===== config.mk =====
export PLATFORM = sky130hd
export DESIGN_NAME = unified_mem_arbiter
export DESIGN_NICKNAME = d
export VERILOG_FILES = /design/src/rtl/unified_mem_arbiter_pkg.sv /design/src/rtl/unified_mem_arbiter_lat_counter.sv /design/src/rtl/unified_mem_arbiter.sv
export SDC_FILE = /design/constraint.sdc
export NUM_CORES = 1
export LEC_CHECK = 0
export BUFFER_PORTS_ARGS = -buffer_cell sky130_fd_sc_hd__clkbuf_2
export CORE_MARGIN = 3
export CORE_UTILIZATION = 50
export DETAILED_ROUTE_END_ITERATION = 8
export PLACE_DENSITY = 0.95
export SLEW_MARGIN = 30
export SYNTH_ARGS = -nofsm -noshare
export SYNTH_HDL_FRONTEND = slang
export SYNTH_HIERARCHICAL = 1
export SYNTH_SLANG_ARGS = --single-unit
export TNS_END_PERCENT = 20

===== constraint.sdc =====
create_clock -name clk -period 3.48 [get_ports clk]
set_input_delay 0.174 -clock clk [delete_from_list [all_inputs] [get_ports clk]]
set_output_delay 0.174 -clock clk [all_outputs]
set_load 0.01 [all_outputs]

===== src/rtl/unified_mem_arbiter_pkg.sv =====
// Shared definitions for the unified memory arbiter: FSM states, owner
// encodings and default timing constants.
package unified_mem_arbiter_pkg;

    typedef enum logic [1:0] {
        ARB_IDLE   = 2'd0,
        ARB_ACCESS = 2'd1,
        ARB_WAIT   = 2'd2,
        ARB_RESP   = 2'd3
    } arb_state_t;

    typedef enum logic {
        OWN_IF = 1'b0,
        OWN_D  = 1'b1
    } owner_t;

    localparam int DEF_MEM_LATENCY = 1;
    localparam int LAT_CNT_W       = 3;   // holds MEM_LATENCY-1 for latencies up to 7

endpackage


===== src/rtl/unified_mem_arbiter_lat_counter.sv =====
// mem_lat_counter: loadable down-counter with a zero flag, used to time
// the fixed memory read latency.
module mem_lat_counter #(
    parameter int W = 3
) (
    input  logic         clk,
    input  logic         rst,
    input  logic         load_i,
    input  logic [W-1:0] load_val_i,
    input  logic         dec_i,
    output logic         zero_o
);

    logic [W-1:0] count_q;

    // Load has priority over decrement; the count never wraps below zero.
    always_ff @(posedge clk) begin
        // NOTE: state registers use non-blocking assignment so every flop
        // samples pre-edge values regardless of block evaluation order.
        if (rst) begin
            count_q <= '0;
        end else if (load_i) begin
            count_q <= load_val_i;
        end else if (dec_i && (count_q != '0)) begin
            count_q <= count_q - W'(1);
        end
    end

    assign zero_o = (count_q == '0);

endmodule


===== src/rtl/unified_mem_arbiter.sv =====
// unified_mem_arbiter: shares one fixed-latency memory port between
// instruction fetch (IF) and load/store (D). Data has priority unless the
// optional fairness streak limiter is built in with `define ARB_FAIRNESS_EN.
module unified_mem_arbiter
    import unified_mem_arbiter_pkg::*;
#(
    parameter int ADDR_W       = 6,
    parameter int MEM_LATENCY  = DEF_MEM_LATENCY,
    parameter int MAX_D_STREAK = 4
) (
    input  logic              clk,
    input  logic              rst,
    // fetch requester
    input  logic              if_req,
    input  logic [ADDR_W-1:0] if_addr,
    output logic [31:0]       if_rdata,
    output logic              if_valid,
    output logic              if_stall,
    // data requester
    input  logic              d_req,
    input  logic              d_we,
    input  logic [ADDR_W-1:0] d_addr,
    input  logic [31:0]       d_wdata,
    input  logic [3:0]        d_be,
    output logic [31:0]       d_rdata,
    output logic              d_valid,
    output logic              d_stall,
    // memory port
    output logic              mem_en,
    output logic              mem_we,
    output logic [ADDR_W-1:0] mem_addr,
    output logic [31:0]       mem_wdata,
    output logic [3:0]        mem_be,
    input  logic [31:0]       mem_rdata,
    output logic              busy
);

    // Reject parameter values the counters cannot represent.
    if (MEM_LATENCY < 1 || MEM_LATENCY > 7 || MAX_D_STREAK < 1 || MAX_D_STREAK > 7) begin : g_param_check
        $error("unified_mem_arbiter: MEM_LATENCY and MAX_D_STREAK must be in 1..7");
    end

    arb_state_t        state_q;
    owner_t            owner_q;
    logic              is_store_q;
    logic [31:0]       if_rdata_q;
    logic [31:0]       d_rdata_q;
    logic              if_valid_q;
    logic              d_valid_q;
    logic              mem_en_q;
    logic              mem_we_q;
    logic [ADDR_W-1:0] mem_addr_q;
    logic [31:0]       mem_wdata_q;
    logic [3:0]        mem_be_q;

    logic              grant_any_d;
    logic              grant_data_d;
    logic              force_if_d;
    logic              lat_zero;

`ifdef ARB_FAIRNESS_EN
    logic [2:0] streak_q;

    // A full data streak with fetch waiting hands the next grant to fetch.
    assign force_if_d = (streak_q == 3'(MAX_D_STREAK)) && if_req && d_req;

    // Count consecutive data grants made while fetch was kept waiting.
    always_ff @(posedge clk) begin
        if (rst) begin
            streak_q <= 3'd0;
        end else if ((state_q == ARB_IDLE) && grant_any_d) begin
            if (grant_data_d && if_req) begin
                streak_q <= streak_q + 3'd1;
            end else begin
                streak_q <= 3'd0;
            end
        end
    end
`else
    assign force_if_d = 1'b0;
`endif

    // Arbitration decision, evaluated only while the FSM is idle.
    always_comb begin
        // NOTE: every always_comb output gets a default first so that no
        // path leaves it unassigned and a latch is inferred.
        grant_any_d  = 1'b0;
        grant_data_d = 1'b0;
        if (if_req || d_req) begin
            grant_any_d  = 1'b1;
            grant_data_d = d_req && !force_if_d;
        end
    end

    mem_lat_counter #(
        .W (LAT_CNT_W)
    ) u_lat_cnt (
        .clk        (clk),
        .rst        (rst),
        .load_i     (state_q == ARB_ACCESS),
        .load_val_i (LAT_CNT_W'(MEM_LATENCY - 1)),
        .dec_i      ((state_q == ARB_WAIT) && !lat_zero),
        .zero_o     (lat_zero)
    );

    // Access sequencer: IDLE grants, ACCESS strobes, WAIT times the read,
    // RESP issues the completion pulse. All outputs are registered here.
    always_ff @(posedge clk) begin
        if (rst) begin
            state_q     <= ARB_IDLE;
            owner_q     <= OWN_IF;
            is_store_q  <= 1'b0;
            if_rdata_q  <= '0;
            d_rdata_q   <= '0;
            if_valid_q  <= 1'b0;
            d_valid_q   <= 1'b0;
            mem_en_q    <= 1'b0;
            mem_we_q    <= 1'b0;
            mem_addr_q  <= '0;
            mem_wdata_q <= '0;
            mem_be_q    <= '0;
        end else begin
            if_valid_q <= 1'b0;
            d_valid_q  <= 1'b0;
            mem_en_q   <= 1'b0;
            mem_we_q   <= 1'b0;
            case (state_q)
                ARB_IDLE: begin
                    if (grant_any_d) begin
                        mem_en_q <= 1'b1;
                        state_q  <= ARB_ACCESS;
                        if (grant_data_d) begin
                            owner_q     <= OWN_D;
                            is_store_q  <= d_we;
                            mem_we_q    <= d_we;
                            mem_addr_q  <= d_addr;
                            mem_wdata_q <= d_wdata;
                            mem_be_q    <= d_be;
                        end else begin
                            owner_q     <= OWN_IF;
                            is_store_q  <= 1'b0;
                            mem_addr_q  <= if_addr;
                            mem_wdata_q <= '0;
                            mem_be_q    <= '0;
                        end
                    end
                end
                ARB_ACCESS: begin
                    state_q <= ARB_WAIT;
                end
                ARB_WAIT: begin
                    if (lat_zero) begin
                        state_q <= ARB_RESP;
                        if (owner_q == OWN_D) begin
                            d_valid_q <= 1'b1;
                            if (!is_store_q) begin
                                d_rdata_q <= mem_rdata;
                            end
                        end else begin
                            if_valid_q <= 1'b1;
                            if_rdata_q <= mem_rdata;
                        end
                    end
                end
                default: begin   // ARB_RESP: request lines are stale here
                    state_q <= ARB_IDLE;
                end
            endcase
        end
    end

    assign if_rdata  = if_rdata_q;
    assign if_valid  = if_valid_q;
    assign d_rdata   = d_rdata_q;
    assign d_valid   = d_valid_q;
    assign mem_en    = mem_en_q;
    assign mem_we    = mem_we_q;
    assign mem_addr  = mem_addr_q;
    assign mem_wdata = mem_wdata_q;
    assign mem_be    = mem_be_q;
    assign busy      = (state_q != ARB_IDLE);

    // Stalls follow the request lines directly and ignore rst.
    assign if_stall = if_req & ~if_valid_q;
    assign d_stall  = d_req & ~d_valid_q;

endmodule


==> results.sh, run 1 <==
export IMPL_hold_path_depth=3
export IMPL_criticalPathCategory="reg2reg"
export IMPL_pwr_share_seq=0.363
export IMPL_cp_data_arrival_time_ns=2.36
export IMPL_fin_crit_sh=0.566
export IMPL_root_buffer="clkbuf_8"
export IMPL_holdPathEnd="mem_addr[0]$_SDFFE_PP0P_"
export IMPL_cts_num_sinks=117
export IMPL_worstReg2RegStart="u_lat_cnt/count_q[0]$_SDFFE_PP0P_"
export IMPL_post_synth_num_cell_types=33
export IMPL_drcViolationCount=0
export IMPL_met2RoutedLength_um=7340
export IMPL_grt_max_degree=83
export IMPL_hold_viol=0
export IMPL_relSlewSlack=0.378
export IMPL_cts_tree="built"
export IMPL_drt_iter0_markers=312
export IMPL_power_leakage_nw=2.94
export IMPL_ys_seq_area_frac=0.526
export IMPL_synthArstFlopShare=0
export IMPL_layout_common_cells="195 x clkbuf_2, 171 x nand2_1, 117 x dfxtp_1, 96 x a21oi_1, 75 x dlygate4sd3_1"
export IMPL_max_freq_mhz=507
export IMPL_wl_per_cell_um=16.7
export IMPL_drt_met1_wl_um=5550
export IMPL_num_nets_final=884
export IMPL_area_growth_pct=50.0
export IMPL_power_internal_w=0.00314
export IMPL_die_area_sq_um=10100
export IMPL_startpoint_type="flip-flop"
export IMPL_powerDensity_nw_per_um2=696
export IMPL_final_util=0.794
export IMPL_power_switching_w=0.00152
export IMPL_endpoint_kind="flip-flop"
export IMPL_via_per_inst=5.51
export IMPL_grt_antenna_before_repair=0
export IMPL_core_area_sq_um=8420
export IMPL_die_y_um=100
export IMPL_worst_pin_slew_ns=0.933
export IMPL_gp_congestion=0.831
export IMPL_power_w=0.00465
export IMPL_ys_ff_latch=117
export IMPL_final_max_slew_viol_count=0
export IMPL_drv_cap=0
export IMPL_postSynthCellCount=535
export IMPL_overflow=0
export IMPL_wl_met3_um=1730
export IMPL_avgSynthCellArea_sq_um=8.33
export IMPL_combinationalPowerShare=0.272
export IMPL_drive_gt1_frac=0.304
export IMPL_start_util=0.529
export IMPL_setup_violations=0
export IMPL_drtPass1Iterations=5
export IMPL_r2r_slack_ns=1.51
export IMPL_portBuffers=197
export IMPL_tns_ns=0
export IMPL_final_common_cell="clkbuf_2"
export IMPL_grt_usage=0.298
export IMPL_clkPwrFrac=0.365
export IMPL_io_pins=198
export IMPL_diodes=0
export IMPL_required_ns=3.87
export IMPL_hold_class="in2reg"
export IMPL_dr_max_layer_used="met4"
export IMPL_finalClockSkew_ns=0.0103
export IMPL_ys_warn_count=6
export IMPL_swShare=0.326
export IMPL_rsz0062_at_grt="no"
export IMPL_vias=4994
export IMPL_fillers=481
export IMPL_final_min_clock_period_ns=1.97
export IMPL_outcome="finished clean"
export IMPL_cts_buffers=17
export IMPL_rows=33
export IMPL_ant_nets=0
export IMPL_clk_pin_slew_ns=0.05
export IMPL_rr_worst_depth=6
export IMPL_syn_area_sq_um=4460
export IMPL_ir_drop_mv=0.385
export IMPL_synth_edff_count=0
export IMPL_grt_pass1_vias=5026
export IMPL_insertion_delay_ns=0.50
export IMPL_min_from="d_addr[0]"
export IMPL_post_cts_buffers=0
export IMPL_post_cts_resized=0
export IMPL_dpl_hpwl_um=8340
export IMPL_r2r_end="d_rdata[9]$_SDFFE_PP0P_"
export IMPL_crit_fanout=32
export IMPL_ys_flop_type="dfxtp_1"
export IMPL_clockBufferDepth=2
export IMPL_drt_total_wl_um=15200
export IMPL_htree_levels=4
export IMPL_grt_first_pass_wirelength_um=24000
export IMPL_die_x_um=100
## logic make-up (layout without fill, tap and decap cells)
logic type,after synthesis,count (layout),share of synthesized area
AND/OR/NAND/NOR,236,236,0.223
other,1,3,0.000841
adder cells (fa/ha/maj),8,8,0.0225
AO/OA/AOI/OAI,115,115,0.142
XOR/XNOR,1,1,0.00197
flip-flops,117,117,0.526
buffers and inverters,49,314,0.0657
multiplexers,8,8,0.0182
## critical path, cell delays in order (launching register included)
cell and delay, ns:
dfxtp_1 0.32, inv_1 0.06, ha_1 0.16, ha_1 0.25, and4b_2 0.68, nand2_1 0.15
a21oi_1 0.25
## flip-flops by register name, indices dropped and copies added, names as in the netlist
signal and count:
mem_we 1, mem_wdata 32, owner_q 1, if_valid 1, mem_en 1, if_rdata 32, d_rdata 32, is_store_q 1
u_lat_cnt/count_q 3, mem_addr 6, d_valid 1, state_q 2, mem_be 4
## synthesized netlist by cell type (all sizes together) (2+ instances only)
cell      n  share of area
nor2     10         0.0084
a21oi   104           0.12
nor3      3         0.0034
dfxtp   117           0.53
clkbuf    8         0.0067
nand2b    3         0.0059
nor2b     2         0.0028
nand3    37          0.042
or3       2         0.0028
inv       7         0.0059
ha        8          0.022
buf      34          0.053
a211oi    6          0.010
nand2   171           0.14
mux2i     7          0.016
nand3b    3         0.0051
a31oi     2         0.0028
o21a      2         0.0034
## what timing repair did
action	in CTS	in global routing
hold buffers	75	0
setup endpoints to repair	0	0
hold endpoints to repair	105	0
## worst max-delay path by stage
| stage | slack, ns | start | to |
|---|---|---|---|
| 4_1_cts | 1.50 | state_q[0]$_SDFFE_PP0P_ | busy |
| 5_1_grt | 1.37 | state_q[0]$_SDFFE_PP0P_ | busy |
| 3_5_place_dp | 1.61 | d_req | mem_wdata[3]$_SDFFE_PP0P_ |
| 2_1_floorplan | 1.85 | u_lat_cnt/count_q[0]$_SDFFE_PP0P_ | u_lat_cnt/count_q[1]$_SDFFE_PP0P_ |
| 3_3_place_gp | 1.33 | u_lat_cnt/count_q[0]$_SDFFE_PP0P_ | if_rdata[29]$_SDFFE_PP0P_ |
| 6_report | 1.51 | u_lat_cnt/count_q[0]$_SDFFE_PP0P_ | d_rdata[9]$_SDFFE_PP0P_ |
## final cells by class
type                       instances  area [sq um]  share of cell area
clock buffer                      20           445              0.0666
clock inverter                    10           131              0.0197
multi-input combinational        371          1830               0.274
tap                              105           131              0.0197
inverter                           7          26.3             0.00393
sequential                       117          2340               0.350
timing repair buffer             277          1780               0.266
## routing by layer
layer	vias to the layer above	GRT usage
met4	0	0.135
li1	2280	-
met5	-	0
met3	58	0.0959
met2	385	0.507
met1	2271	0.339
## power by group through the flow
stage / Sequential, W / Clock, W / Combinational (W)
after detailed placement: 0.00169 / 0 / 0.00115
after global placement: 0.00168 / 0 / 0.00111
final: 0.00169 / 0.00170 / 0.00127
after floorplan: 0.00176 / 0 / 0.000735
after global routing: 0.00171 / 0.00178 / 0.00138
after CTS: 0.00167 / 0.00172 / 0.00122
## stage by stage
| step | std cells | setup slack (ns) | hold slack, ns | cell area, sq um |
|---|---|---|---|---|
| floorplan | 537 | 1.85 | 0.243 | 4460 |
| finish | 907 | 1.51 | 0.0507 | 6690 |
| CTS | 907 | 1.50 | 0.00318 | 6690 |
| global placement | 802 | 1.33 | 0.412 | 5360 |
| global route | 907 | 1.37 | 0.0392 | 6690 |
| detailed placement | 802 | 1.61 | 0.419 | 5360 |
Power figures use the tool's default switching activity.
==> inputs of run 2 (changes only) <==
--- a/config.mk
+++ b/config.mk
@@ -5,11 +5,12 @@
 export SDC_FILE = /design/constraint.sdc
 export NUM_CORES = 1
 export LEC_CHECK = 0
+export ABC_AREA = 1
 export BUFFER_PORTS_ARGS = -buffer_cell sky130_fd_sc_hd__clkbuf_2
 export CORE_MARGIN = 3
-export CORE_UTILIZATION = 50
+export CORE_UTILIZATION = 43
 export DETAILED_ROUTE_END_ITERATION = 8
-export PLACE_DENSITY = 0.95
+export PLACE_DENSITY = 0.88
 export SLEW_MARGIN = 30
 export SYNTH_ARGS = -nofsm -noshare
 export SYNTH_HDL_FRONTEND = slang
==> constraint.sdc (replaced) <==
create_clock -name clk -period 1.7 [get_ports clk]
set_input_delay 0.085 -clock clk [delete_from_list [all_inputs] [get_ports clk]]
set_output_delay 0.085 -clock clk [all_outputs]
set_load 0.01 [all_outputs]
==> results.sh, run 2 <==
export IMPL_final_max_slew_viol_count=0
export IMPL_final_cell_area_sq_um=6980
export IMPL_drive_gt1_frac=0.299
export IMPL_pwr_share_seq=0.355
export IMPL_whs_ns=0.0584
export IMPL_postPlaceCellArea_sq_um=5570
export IMPL_io_pins=198
export IMPL_outcome="finished clean"
export IMPL_drt_iter0_markers=377
export IMPL_ant_nets=0
export IMPL_cts_buffers=17
export IMPL_core_area_sq_um=10000
export IMPL_grt_antenna_before_repair=0
export IMPL_wl_per_cell_um=15.3
export IMPL_cts_num_sinks=117
export IMPL_die_y_um=108
export IMPL_diodes=0
export IMPL_yosys_top_cells_area="dfxtp_1 52%, nor2_1 12%, nand2_1 7.0%, o21ai_0 6.4%, nand4_1 4.7%"
export IMPL_power_leakage_nw=3.21
export IMPL_slowest_stage="dfxtp_1"
export IMPL_endpoint_kind="primary output"
export IMPL_clkPwrFrac=0.340
export IMPL_ys_flop_type="dfxtp_1"
export IMPL_dpl_cell_count=880
export IMPL_syn_area_sq_um=4520
export IMPL_max_freq_mhz=620
export IMPL_clockBufferDepth=2
export IMPL_power_internal_w=0.00663
export IMPL_grt_pass1_vias=4929
export IMPL_vias=5072
export IMPL_via_per_inst=5.11
export IMPL_grt_max_degree=75
export IMPL_crit_fanout=5
export IMPL_cp_data_arrival_time_ns=1.53
export IMPL_power_w=0.0101
export IMPL_criticalPathCategory="reg2out"
export IMPL_post_synth_num_cell_types=24
export IMPL_startpoint_type="flip-flop"
export IMPL_synth_edff_count=0
export IMPL_finalClockSkew_ns=0.00792
export IMPL_htree_levels=4
export IMPL_postSynthCellCount=577
export IMPL_fin_crit_sh=0.949
export IMPL_avgSynthCellArea_sq_um=7.83
export IMPL_dpl_hpwl_um=8900
export IMPL_die_x_um=108
export IMPL_num_nets_final=940
export IMPL_ys_seq_area_frac=0.519
export IMPL_swShare=0.343
export IMPL_area_growth_pct=54.5
export IMPL_ys_warn_count=6
export IMPL_combinationalPowerShare=0.305
export IMPL_setup_violations=0
export IMPL_drt_total_wl_um=15200
export IMPL_path_cells="inv_1 -> ha_2 -> inv_1 -> clkbuf_2"
export IMPL_gp_congestion=0.800
export IMPL_layout_common_cells="197 x clkbuf_2, 140 x nor2_1, 117 x dfxtp_1, 83 x nand2_1, 81 x dlygate4sd3_1"
export IMPL_hold_class="in2reg"
export IMPL_post_synth_top_count_cell="nor2_1"
export IMPL_hold_viol=0
export IMPL_yosys_area_top_type="dfxtp_1"
export IMPL_required_ns=1.62
export IMPL_final_util=0.698
export IMPL_cts_tree="built"
export IMPL_portBuffers=197
export IMPL_grt_first_pass_wirelength_um=23800
export IMPL_stdcell_count=993
export IMPL_drv_cap=0
export IMPL_yosysTopAreaCellShare=0.519
export IMPL_clk_pin_slew_ns=0.06
export IMPL_drtPass1Iterations=7
export IMPL_post_cts_buffers=0
export IMPL_synth_commonest_cells="140 x nor2_1, 117 x dfxtp_1, 84 x nand2_1"
export IMPL_drcViolationCount=0
export IMPL_cp_common_cell="inv_1"
export IMPL_grt_usage=0.257
export IMPL_critical_path_max_stage_delay_ns=0.34
export IMPL_insertion_delay_ns=0.50
export IMPL_final_common_cell="clkbuf_2"
export IMPL_power_switching_w=0.00345
export IMPL_powerDensity_nw_per_um2=1440
export IMPL_synthArstFlopShare=0
export IMPL_ir_drop_mv=1.05
export IMPL_root_buffer="clkbuf_8"
export IMPL_rsz0062_at_grt="yes"
export IMPL_start_util=0.452
export IMPL_final_min_clock_period_ns=1.61
export IMPL_ys_ff_latch=117
export IMPL_die_area_sq_um=11800
export IMPL_overflow=0
export IMPL_rows=36
==> run 2: cell types whose count changed in the layout (fill, tap and decap cells not counted), sizes merged, moves of 7 or more <==
cell / change
nand3: -25
nand2: -83
nand4: +34
inv: +17
nor2: +133
mux2i: -7
o21ai: +65
a21oi: -62
==> run 2: area by class of cell <==
class                   instances  area, sq um
fillers                       752         3020
inverters                      22         90.1
repair buffers                290         1930
clock buffers                  18          428
multi-input cells             399         1870
flip-flops and latches        117         2340
well taps                     133          166
clock inverters                14          153
==> run 2: per-stage QoR <==
step,TNS [ns],setup slack (ns)
4_1_cts,0,0.0305
6_report,0,0.0868
5_1_grt,-0.0140,-0.0140
2_1_floorplan,0,0.244
3_5_place_dp,-0.0202,-0.0120
3_3_place_gp,0,0.108
==> run 2: power by group through the flow <==
stage / registers [W] / clock network, W / logic (W)
floorplan: 0.00380 / 0 / 0.00164
global placement: 0.00359 / 0 / 0.00273
detailed placement: 0.00362 / 0 / 0.00280
CTS: 0.00356 / 0.00350 / 0.00298
global route: 0.00363 / 0.00363 / 0.00344
finish: 0.00358 / 0.00343 / 0.00307
==> run 2: repair_timing <==
action | CTS | global route
endpoints found under the hold margin | 108 | 0
setup endpoints to repair | 8 | 31
hold buffers | 81 | 0
resized for setup | 2 | 4
==> run 2: metal layers <==
layer,part of all wire,vias up,routed length (um),track usage
met1,0.39,2317,6000,0.297
met3,0.096,28,1460,0.0752
met4,0.018,0,275,0.111
met2,0.49,292,7460,0.442
li1,-,2435,-,-
met5,0,-,0,0
==> run 2: worst max-delay path, delay by kind of cell, from the launching register on <==
family / cells / cell delay [ns]
buffers and inverters: 3 / 0.37
DFF: 1 / 0.34
adders and majority gates: 1 / 0.31
==> run 2: kinds of logic (layout without fill, tap and decap cells) <==
| logic type | Yosys count | count (layout) | share of synthesized area |
|---|---|---|---|
| buf+inv | 63 | 344 | 0.0712 |
| fa+ha+maj | 8 | 8 | 0.0222 |
| simple gates | 279 | 279 | 0.266 |
| compound gates | 109 | 109 | 0.121 |
| other cells | 1 | 3 | 0.000830 |
| flops | 117 | 117 | 0.519 |
==> run 2: path summary, 6_finish.rpt <==
check,from,to,cells after the start,slack [ns]
worst min register to register,mem_wdata[18]$_SDFFE_PP0P_,mem_wdata[18]$_SDFFE_PP0P_,2,0.46
worst min-delay path,if_req,state_q[1]$_SDFFE_PP0P_,5,0.06
worst max-delay path,state_q[0]$_SDFFE_PP0P_,busy,4,0.09
worst max register to register,u_lat_cnt/count_q[0]$_SDFFE_PP0P_,if_rdata[30]$_SDFFE_PP0P_,8,0.13
==> inputs of run 3 (changes only) <==
--- a/config.mk
+++ b/config.mk
@@ -11,6 +11,7 @@
 export CORE_UTILIZATION = 43
 export DETAILED_ROUTE_END_ITERATION = 8
 export PLACE_DENSITY = 0.88
+export RECOVER_POWER = 100
 export SLEW_MARGIN = 30
 export SYNTH_ARGS = -nofsm -noshare
 export SYNTH_HDL_FRONTEND = slang
==> results.sh, run 3 (synthesis gave the netlist of run 2 again) <==
export IMPL_final_common_cell="nor2_1"
export IMPL_setup_violations=0
export IMPL_post_place_ws_ns=-0.0120
export IMPL_required_ns=1.62
export IMPL_core_area_sq_um=10000
export IMPL_whs_ns=0.0642
export IMPL_drt_total_wl_um=15300
export IMPL_htree_levels=4
export IMPL_post_cts_buffers=0
export IMPL_criticalPathCategory="reg2out"
export IMPL_critPathLaunch="state_q[0]$_SDFFE_PP0P_"
export IMPL_portBuffers=197
export IMPL_layout_common_cells="140 x nor2_1, 117 x dfxtp_1, 112 x clkbuf_1, 85 x clkbuf_2, 83 x nand2_1"
export IMPL_endpoint_kind="primary output"
export IMPL_grt_first_pass_wirelength_um=23800
export IMPL_dpl_hpwl_um=8900
export IMPL_grt_pass1_vias=4929
export IMPL_clk_pin_slew_ns=0.06
export IMPL_die_x_um=108
export IMPL_finalClockSkew_ns=0.00777
export IMPL_multi_input_area_sq_um=1870
export IMPL_die_y_um=108
export IMPL_ir_drop_mv=1.04
export IMPL_path_cells="inv_1 -> ha_2 -> inv_1 -> clkbuf_2"
export IMPL_io_pins=198
export IMPL_startpoint_type="flip-flop"
export IMPL_worstReg2RegStart="u_lat_cnt/count_q[0]$_SDFFE_PP0P_"
export IMPL_use_met2=0.442
export IMPL_rsz0062_at_grt="yes"
export IMPL_grt_max_degree=75
export IMPL_final_max_slew_viol_count=0
export IMPL_fin_crit_sh=0.946
export IMPL_cts_buffers=17
export IMPL_drcViolationCount=0
export IMPL_num_nets_final=940
export IMPL_start_util=0.452
export IMPL_hold_viol=0
export IMPL_wl_per_cell_um=15.4
export IMPL_insertion_delay_ns=0.50
export IMPL_cts_num_sinks=117
export IMPL_drtPass1Iterations=5
export IMPL_power_w=0.00997
export IMPL_drt_iter0_markers=428
export IMPL_final_min_clock_period_ns=1.61
export IMPL_powerDensity_nw_per_um2=1460
export IMPL_min_from="if_req"
export IMPL_rows=36
export IMPL_drive_gt1_frac=0.169
export IMPL_overflow=0
export IMPL_final_cell_area_sq_um=6840
export IMPL_cts_tree="built"
export IMPL_grtUsageMet1=0.297
export IMPL_max_freq_mhz=622
export IMPL_gp_congestion=0.800
export IMPL_drv_cap=0
export IMPL_slowest_stage="dfxtp_1"
export IMPL_clockBufferDepth=2
export IMPL_root_buffer="clkbuf_8"
export IMPL_die_area_sq_um=11800
export IMPL_cp_common_cell="inv_1"
export IMPL_grt_use_met3=0.0752
export IMPL_crit_fanout=5
export IMPL_outcome="finished clean"
export IMPL_hold_class="in2reg"
export IMPL_seqCellArea_sq_um=2340
export IMPL_critical_path_max_stage_delay_ns=0.34
export IMPL_grt_busiest_layer="met2"
export IMPL_power_leakage_nw=2.83
export IMPL_fillers=821
export IMPL_postPlaceCellArea_sq_um=5570
export IMPL_via_per_inst=5.10
export IMPL_cp_data_arrival_time_ns=1.52
export IMPL_grt_antenna_before_repair=0
export IMPL_vias=5061
export IMPL_diodes=0
export IMPL_setup_slack_ns=0.0926
export IMPL_grt_usage=0.257
export IMPL_ant_nets=0
export IMPL_area_growth_pct=51.4
-- run 3: cell counts in the layout (fill, tap and decap cells not counted) --
Identical to the previous run, type by type.
-- run 3: layout make-up --
type                            count  share of cell area
Sequential cell                   117               0.343
Inverter                           22              0.0132
Timing Repair Buffer              290               0.262
Multi-Input combinational cell    399               0.273
Clock inverter                     14              0.0223
Clock buffer                       18              0.0626
Tap cell                          133              0.0243
-- run 3: metrics by stage --
step	utilization	cells	TNS, ns
5_1_grt	0.684	993	-0.0140
3_3_place_gp	0.557	880	0
2_1_floorplan	-	579	0
6_report	0.684	993	0
4_1_cts	0.697	993	0
3_5_place_dp	0.557	880	-0.0202
-- run 3: worst max-delay path, delay by kind of cell (launching register included) --
| family | cells | cell delay, ns |
|---|---|---|
| buffers and inverters | 3 | 0.37 |
| DFF | 1 | 0.34 |
| adders and majority gates | 1 | 0.31 |
-- run 3: final timing paths --
kind,end,cells after the start,slack (ns)
max,busy,4,0.09
min,state_q[1]$_SDFFE_PP0P_,5,0.06
max reg2reg,if_rdata[30]$_SDFFE_PP0P_,8,0.12
min reg2reg,mem_wdata[30]$_SDFFE_PP0P_,2,0.47
-- run 3: power breakdown --
| group | leakage [nW] | switching [W] | total (W) | internal [W] |
|---|---|---|---|---|
| Clock | 0.274 | 0.00130 | 0.00343 | 0.00214 |
| Sequential | 0.952 | 0.000302 | 0.00357 | 0.00327 |
| Combinational | 1.60 | 0.00186 | 0.00296 | 0.00110 |
-- run 3: metal layers --
metal | wire length, um | vias to the layer above | share of wire
met4 | 313 | 0 | 0.020
met1 | 5940 | 2282 | 0.39
li1 | - | 2430 | -
met3 | 1550 | 36 | 0.10
met2 | 7500 | 313 | 0.49
met5 | 0 | - | 0
-- run 3: timing repair --
item	4_1_cts	5_1_grt
hold buffers	81	0
endpoints found under the hold margin	108	0
setup endpoints to repair	8	31
gates resized for setup	2	4
